===== src/rtl/register_file_r_en_pkg.sv =====
// Shared definitions for the register file slice:
// default geometry, bypass selectors and a constant log2 helper.
package regfile_defs;

   localparam int DEF_WIDTH = 8;
   localparam int DEF_DEPTH = 8;

   localparam bit BYPASS_ON  = 1'b1;
   localparam bit BYPASS_OFF = 1'b0;

   // Smallest r with 2**r >= v; bounded loop keeps it a constant function.
   function automatic int clog2(input int v);
      int r;
      r = 0;
      for (int i = 0; i < 31; i++) begin
         if ((1 << i) < v) r = i + 1;
      end
      return r;
   endfunction

endpackage


===== src/rtl/register_file_r_en_if.sv =====
// Write/read/status bundle of the register file.
// The master drives requests; the slave (the register file) answers.
interface register_file_r_en_if #(
   parameter int WIDTH  = 8,
   parameter int ADDR_W = 3
);
   logic              clr;
   logic              we;
   logic [ADDR_W-1:0] waddr;
   logic [WIDTH-1:0]  wdata;
   logic              re0;
   logic              re1;
   logic [ADDR_W-1:0] raddr0;
   logic [ADDR_W-1:0] raddr1;
   logic [WIDTH-1:0]  rdata0;
   logic [WIDTH-1:0]  rdata1;
   logic              rvalid0;
   logic              rvalid1;
   logic              rhit0;
   logic              rhit1;
   logic              err;

   modport master (
      output clr, we, waddr, wdata,
      output re0, re1, raddr0, raddr1,
      input  rdata0, rdata1, rvalid0, rvalid1,
      input  rhit0, rhit1, err
   );

   modport slave (
      input  clr, we, waddr, wdata,
      input  re0, re1, raddr0, raddr1,
      output rdata0, rdata1, rvalid0, rvalid1,
      output rhit0, rhit1, err
   );
endinterface


===== src/rtl/register_file_r_en_reg.sv =====
// One storage entry: enable-gated register, async active-low
// reset, and a synchronous clear that loads zero ahead of the enable.
module register_r_en_param #(
   parameter int WIDTH = 8
) (
   input  logic             clk,
   input  logic             rst_n,
   input  logic             clr,
   input  logic             en,
   input  logic [WIDTH-1:0] d,
   output logic [WIDTH-1:0] q
);
   logic [WIDTH-1:0] q_q;
   logic [WIDTH-1:0] q_d;

   // Next value: clear wins, otherwise load when enabled.
   always_comb begin
      q_d = q_q;
      if (clr)     q_d = '0;
      else if (en) q_d = d;
   end

   // Storage flop.
   always_ff @(posedge clk or negedge rst_n) begin
      if (!rst_n) q_q <= '0;
      else        q_q <= q_d;
   end

   assign q = q_q;

endmodule


===== src/rtl/register_file_r_en.sv =====
// Addressable register file: one write port, two registered read
// ports, per-entry valid bits, optional write bypass, sticky range error.
module register_file_r_en
   import regfile_defs::*;
#(
   parameter int WIDTH  = DEF_WIDTH,
   parameter int DEPTH  = DEF_DEPTH,
   parameter bit BYPASS = BYPASS_ON
) (
   input  logic                clk,
   input  logic                reset_n,
   register_file_r_en_if.slave bus
);
   localparam int ADDR_W = clog2(DEPTH);
   localparam logic [ADDR_W:0] LIMIT = (ADDR_W+1)'(DEPTH);

   logic              w_oor;
   logic [1:0]        r_oor;
   logic [1:0]        re_v;
   logic [ADDR_W-1:0] ra_v [2];

   logic [WIDTH-1:0]  ent_q [DEPTH];
   logic [DEPTH-1:0]  valid_q, valid_d;
   logic [WIDTH-1:0]  rdata_q [2];
   logic [WIDTH-1:0]  rdata_d [2];
   logic [1:0]        rvalid_q, rvalid_d;
   logic [1:0]        rhit_q, rhit_d;
   logic              err_q, err_d;

   assign re_v     = {bus.re1, bus.re0};
   assign ra_v[0]  = bus.raddr0;
   assign ra_v[1]  = bus.raddr1;
   assign w_oor    = {1'b0, bus.waddr} >= LIMIT;
   assign r_oor[0] = {1'b0, bus.raddr0} >= LIMIT;
   assign r_oor[1] = {1'b0, bus.raddr1} >= LIMIT;

   for (genvar i = 0; i < DEPTH; i++) begin : g_ent
      logic en;
      assign en = bus.we & ~w_oor
                & (bus.waddr == ADDR_W'(i));
      register_r_en_param #(
         .WIDTH (WIDTH)
      ) u_reg (
         .clk   (clk),
         .rst_n (reset_n),
         .clr   (bus.clr),
         .en    (en),
         .d     (bus.wdata),
         .q     (ent_q[i])
      );
   end

   // Valid bits track which entries were written since reset/clear.
   always_comb begin
      valid_d = valid_q;
      if (bus.clr) begin
         valid_d = '0;
      end else if (bus.we && !w_oor) begin
         valid_d[bus.waddr] = 1'b1;
      end
   end

   // Read ports see pre-write contents unless bypass forwards wdata.
   always_comb begin
      for (int p = 0; p < 2; p++) begin
         rdata_d[p]  = rdata_q[p];
         rhit_d[p]   = rhit_q[p];
         rvalid_d[p] = re_v[p];
         if (re_v[p]) begin
            if (r_oor[p]) begin
               rdata_d[p] = '0;
               rhit_d[p]  = 1'b0;
            end else if (BYPASS && bus.we && !w_oor
                         && bus.waddr == ra_v[p]) begin
               rdata_d[p] = bus.wdata;
               rhit_d[p]  = 1'b1;
            end else begin
               rdata_d[p] = ent_q[ra_v[p]];
               rhit_d[p]  = valid_q[ra_v[p]];
            end
         end
      end
   end

   // Sticky error: set by any out-of-range access, dropped by clear.
   always_comb begin
      err_d = err_q;
      if (bus.clr) begin
         err_d = 1'b0;
      end else if ((bus.we && w_oor)
                   || (bus.re0 && r_oor[0])
                   || (bus.re1 && r_oor[1])) begin
         err_d = 1'b1;
      end
   end

   // State registers for valid bits, read outputs and error flag.
   always_ff @(posedge clk or negedge reset_n) begin
      if (!reset_n) begin
         valid_q  <= '0;
         rdata_q  <= '{default: '0};
         rvalid_q <= '0;
         rhit_q   <= '0;
         err_q    <= 1'b0;
      end else begin
         valid_q  <= valid_d;
         rdata_q  <= rdata_d;
         rvalid_q <= rvalid_d;
         rhit_q   <= rhit_d;
         err_q    <= err_d;
      end
   end

   assign bus.rdata0  = rdata_q[0];
   assign bus.rdata1  = rdata_q[1];
   assign bus.rvalid0 = rvalid_q[0];
   assign bus.rvalid1 = rvalid_q[1];
   assign bus.rhit0   = rhit_q[0];
   assign bus.rhit1   = rhit_q[1];
   assign bus.err     = err_q;

endmodule

===== src/flat_wrapper.sv =====
// flat-port wrapper written by rule: the top's interface ports become plain ports
module register_file_r_en_flat import regfile_defs::*;
#(
   parameter int WIDTH  = DEF_WIDTH,
   parameter int DEPTH  = DEF_DEPTH,
   parameter bit BYPASS = BYPASS_ON
)
  (clk, reset_n, bus_clr, bus_we, bus_waddr, bus_wdata, bus_re0, bus_re1, bus_raddr0, bus_raddr1, bus_rdata0, bus_rdata1, bus_rvalid0, bus_rvalid1, bus_rhit0, bus_rhit1, bus_err);
  register_file_r_en_if #(.WIDTH(WIDTH)) bus_i ();
  input  logic clk;
  input  logic reset_n;
  input wire logic [$bits(bus_i.clr)-1:0] bus_clr;
  input wire logic [$bits(bus_i.we)-1:0] bus_we;
  input wire logic [$bits(bus_i.waddr)-1:0] bus_waddr;
  input wire logic [$bits(bus_i.wdata)-1:0] bus_wdata;
  input wire logic [$bits(bus_i.re0)-1:0] bus_re0;
  input wire logic [$bits(bus_i.re1)-1:0] bus_re1;
  input wire logic [$bits(bus_i.raddr0)-1:0] bus_raddr0;
  input wire logic [$bits(bus_i.raddr1)-1:0] bus_raddr1;
  output wire logic [$bits(bus_i.rdata0)-1:0] bus_rdata0;
  output wire logic [$bits(bus_i.rdata1)-1:0] bus_rdata1;
  output wire logic [$bits(bus_i.rvalid0)-1:0] bus_rvalid0;
  output wire logic [$bits(bus_i.rvalid1)-1:0] bus_rvalid1;
  output wire logic [$bits(bus_i.rhit0)-1:0] bus_rhit0;
  output wire logic [$bits(bus_i.rhit1)-1:0] bus_rhit1;
  output wire logic [$bits(bus_i.err)-1:0] bus_err;
  assign bus_i.clr = bus_clr;
  assign bus_i.we = bus_we;
  assign bus_i.waddr = bus_waddr;
  assign bus_i.wdata = bus_wdata;
  assign bus_i.re0 = bus_re0;
  assign bus_i.re1 = bus_re1;
  assign bus_i.raddr0 = bus_raddr0;
  assign bus_i.raddr1 = bus_raddr1;
  assign bus_rdata0 = bus_i.rdata0;
  assign bus_rdata1 = bus_i.rdata1;
  assign bus_rvalid0 = bus_i.rvalid0;
  assign bus_rvalid1 = bus_i.rvalid1;
  assign bus_rhit0 = bus_i.rhit0;
  assign bus_rhit1 = bus_i.rhit1;
  assign bus_err = bus_i.err;
  register_file_r_en #(.WIDTH(WIDTH), .DEPTH(DEPTH), .BYPASS(BYPASS)) u_core (.clk(clk), .reset_n(reset_n), .bus(bus_i));
endmodule

===== config.mk =====
export PLATFORM = sky130hd
export DESIGN_NAME = register_file_r_en_flat
export DESIGN_NICKNAME = d
export VERILOG_FILES = /design/src/rtl/register_file_r_en_pkg.sv /design/src/rtl/register_file_r_en_if.sv /design/src/rtl/register_file_r_en_reg.sv /design/src/rtl/register_file_r_en.sv /design/src/flat_wrapper.sv
export SDC_FILE = /design/constraint.sdc
export NUM_CORES = 1
export LEC_CHECK = 0
export CAP_MARGIN = 20
export CORE_MARGIN = 2
export CORE_UTILIZATION = 58
export CTS_BUF_LIST = sky130_fd_sc_hd__clkbuf_8 sky130_fd_sc_hd__clkbuf_16
export DETAILED_ROUTE_END_ITERATION = 10
export GPL_TIMING_DRIVEN = 0
export PLACE_DENSITY_LB_ADDON = 0.3
export SYNTH_ARGS = -nofsm -noshare
export SYNTH_HDL_FRONTEND = slang
export SYNTH_HIERARCHICAL = 1
export SYNTH_SLANG_ARGS = --single-unit

===== constraint.sdc =====
create_clock -name clk -period 2.08 [get_ports clk]
set_clock_uncertainty 0.05 [all_clocks]
set_input_delay 0.416 -clock clk [delete_from_list [all_inputs] [get_ports clk]]
set_output_delay 0.416 -clock clk [all_outputs]
set_load 0.005 [all_outputs]

==> flow_metrics.env <==
export IMPL_required_ns=2.26
export IMPL_maxCapViolCount=0
export IMPL_routedWlPerCell_um=22.2
export IMPL_rsz0062_at_grt="no"
export IMPL_fillers=617
export IMPL_remaining_drc_errors=0
export IMPL_dieArea_um2=9370
export IMPL_clk_pin_slew_ns=0.09
export IMPL_mostFrequentLayoutCells="92 x dfrtp_1, 88 x nor2_1, 77 x mux2i_1, 33 x clkdlybuf4s50_1, 21 x mux4_2"
export IMPL_drv_slew=0
export IMPL_die_y_um=96.8
export IMPL_die_w_um=96.8
export IMPL_synth_ff_latch_count=92
export IMPL_worst_setup_path_end_kind="register"
export IMPL_drive_gt1_share_pct=15.8
export IMPL_num_vias=3543
export IMPL_setup_viol=0
export IMPL_rows=33
export IMPL_ios=44
export IMPL_nNetsFinal=460
export IMPL_final_period_utilization_pct=94.4
export IMPL_place_hpwl_mm=8.15
export IMPL_finalWorstPathRequiredPeriod_ns=1.96
export IMPL_arrival_ns=2.15
export IMPL_ys_types=28
export IMPL_max_freq_mhz=509
export IMPL_outcome="completed"
export IMPL_grt_overflow_total=0
export IMPL_crit_fanout=11
export IMPL_worstSetupPathType="in2reg"
export IMPL_clock_sinks=92
export IMPL_powerDensity_nw_per_um2=633
export IMPL_drt_iter0_drc=313
export IMPL_layout_cells_non_filler=547
export IMPL_seq_area_frac_synth_pct=46.1
export IMPL_place_gp_congestion=0.808
export IMPL_fin_setup_tns_ns=0
export IMPL_insertion_delay_ns=0.37
export IMPL_synth_area_um2=4990
export IMPL_final_common_cell="dfrtp_1"
export IMPL_drt_total_wl_mm=12.1
export IMPL_avgSynthCellArea_um2=12.8
export IMPL_cts_tree="yes"
export IMPL_yosys_warnings=6
export IMPL_cts_buffers=9
export IMPL_ant_nets=0
export IMPL_stdcell_area_um2=5720
export IMPL_min_path_type="in2async"
export IMPL_irDropWorstVdd_v=0.000302
export IMPL_antenna_found_initial=0
export IMPL_grt_pass1_wl_mm=19.8
export IMPL_drt_pass1_iter_count=5
export IMPL_worstMarginPinSlew_ns=0.815
export IMPL_port_buffer_count=34
export IMPL_dpl_cell_area_um2=5490
export IMPL_htreeDepth=3
export IMPL_track_usage_pct=27.2
export IMPL_hold_slack_ns=0.430
export IMPL_routed_via_density=6.48
export IMPL_power_leakage_uw=0.00249
export IMPL_grt_max_degree=73
export IMPL_start_util_pct=60.2
export IMPL_p_total_uw=3620
export IMPL_numPlacedInstances=531
export IMPL_first_global_vias=3645
export IMPL_hold_viol_final=0
export IMPL_syn_inst=391
export IMPL_cp_start_kind="input pin"
export IMPL_core_area_um2=8300
export IMPL_cts_root_buf="clkbuf_8"
export IMPL_cts_max_path_buffers=2
export IMPL_diodes=0
export IMPL_synth_nets=414
export IMPL_syn_to_final_growth_pct=14.5
export IMPL_slew_headroom_pct=45.7
-- cells by family (layout without fill, tap and decap cells) --
kind of cell | after synthesis | in the layout | share of synthesized area, %
DFF | 92 | 92 | 46.1
other | 1 | 1 | 0.0751
buffers and inverters | 45 | 96 | 5.51
and+or+nand+nor | 106 | 106 | 9.17
AOI/OAI and AO/OA | 23 | 23 | 4.08
xor gates and xnor gates | 6 | 6 | 1.05
muxes | 118 | 118 | 34.0
-- registers in the layout, indices dropped and copies added, names as in the netlist --
name / flops
u_core/rhit_q: 2
u_core/bus.rdata1: 8
u_core/bus.rdata0: 8
u_core/g_ent.u_reg/q: 64
u_core/valid_q: 8
u_core/rvalid_q: 2
-- where the power goes --
| group | switching, uW | leakage (uW) | internal (uW) |
|---|---|---|---|
| logic | 281 | 0.00115 | 252 |
| registers | 41.2 | 0.00125 | 1850 |
| clock network | 644 | 0.0000887 | 548 |
-- what timing repair did --
action                                 4_1_cts  5_1_grt
endpoints found under the hold margin       20        0
pin swaps                                    0        0
setup buffers                                0        0
setup endpoints to repair                    5       24
hold buffers                                 1        0
gates resized for setup                      2        2
-- worst max-delay path, stage by stage --
cell and delay (ns):
clkdlybuf4s50_1 0.71, nor4bb_1 0.49, buf_6 0.24, mux2i_1 0.22
nor2_1 0.06
-- cells in the mapped netlist, drive strengths merged --
master | instances | area (um2)
clkbuf | 6 | 22.5
nor2 | 88 | 330
and4b | 4 | 40.0
conb | 1 | 3.75
dfrtp | 92 | 2300
mux2i | 77 | 771
a221oi | 11 | 96.3
nand2 | 4 | 15.0
nor3 | 1 | 5.00
a21oi | 2 | 10.0
mux2 | 5 | 60.1
mux4 | 36 | 867
inv | 10 | 37.5
a41oi | 2 | 17.5
nor4b | 1 | 8.76
nor4bb | 2 | 20.0
nor2b | 5 | 31.3
nor3b | 1 | 7.51
a221o | 5 | 50.1
o21ba | 3 | 30.0
xnor2 | 6 | 52.6
buf | 29 | 215
-- per-layer routing --
layer / vias up / GRT usage, % / wire (um)
met5: - / 0 / 0
met4: 0 / 8.13 / 231
met3: 34 / 5.92 / 933
met2: 177 / 42.5 / 5860
met1: 1820 / 38.7 / 5090
li1: 1512 / - / -
-- final timing paths --
kind	startpoint	to	slack [ns]	cells after the start
min	reset_n	u_core/valid_q[3]$_DFFE_PN0P_	0.43	2
max in group asynchronous	reset_n	u_core/g_ent[5].u_reg/q[5]$_DFFE_PN0P_	0.87	3
max	bus_we	u_core/g_ent[1].u_reg/q[1]$_DFFE_PN0P_	0.12	5
max reg2reg	u_core/g_ent[1].u_reg/q[6]$_DFFE_PN0P_	u_core/bus.rdata0[6]$_DFFE_PN0P_	0.36	3
min in group clk	bus_waddr[0]	u_core/valid_q[2]$_DFFE_PN0P_	0.46	4
min reg2reg	u_core/valid_q[7]$_DFFE_PN0P_	u_core/valid_q[7]$_DFFE_PN0P_	0.49	1
-- cell type report --
cell class / count / area (um2) / area share [%]
clock inverters: 7 / 68.8 / 1.20
inverters: 10 / 37.5 / 0.657
clock buffers: 9 / 124 / 2.17
repair buffers: 36 / 375 / 6.57
flip-flops and latches: 92 / 2300 / 40.3
multi-input cells: 254 / 2440 / 42.7
plain buffers: 34 / 234 / 4.09
well taps: 105 / 131 / 2.30
-- stage by stage --
| stage | setup slack, ns | util, % |
|---|---|---|
| floorplan | 0.216 | - |
| global placement | -2.77 | 65.9 |
| detailed placement | -0.421 | 66.2 |
| CTS | 0.0317 | 68.8 |
| global route | 0.0918 | 68.9 |
| finish | 0.117 | 68.9 |
No activity file was read; power rests on OpenSTA's default activity.
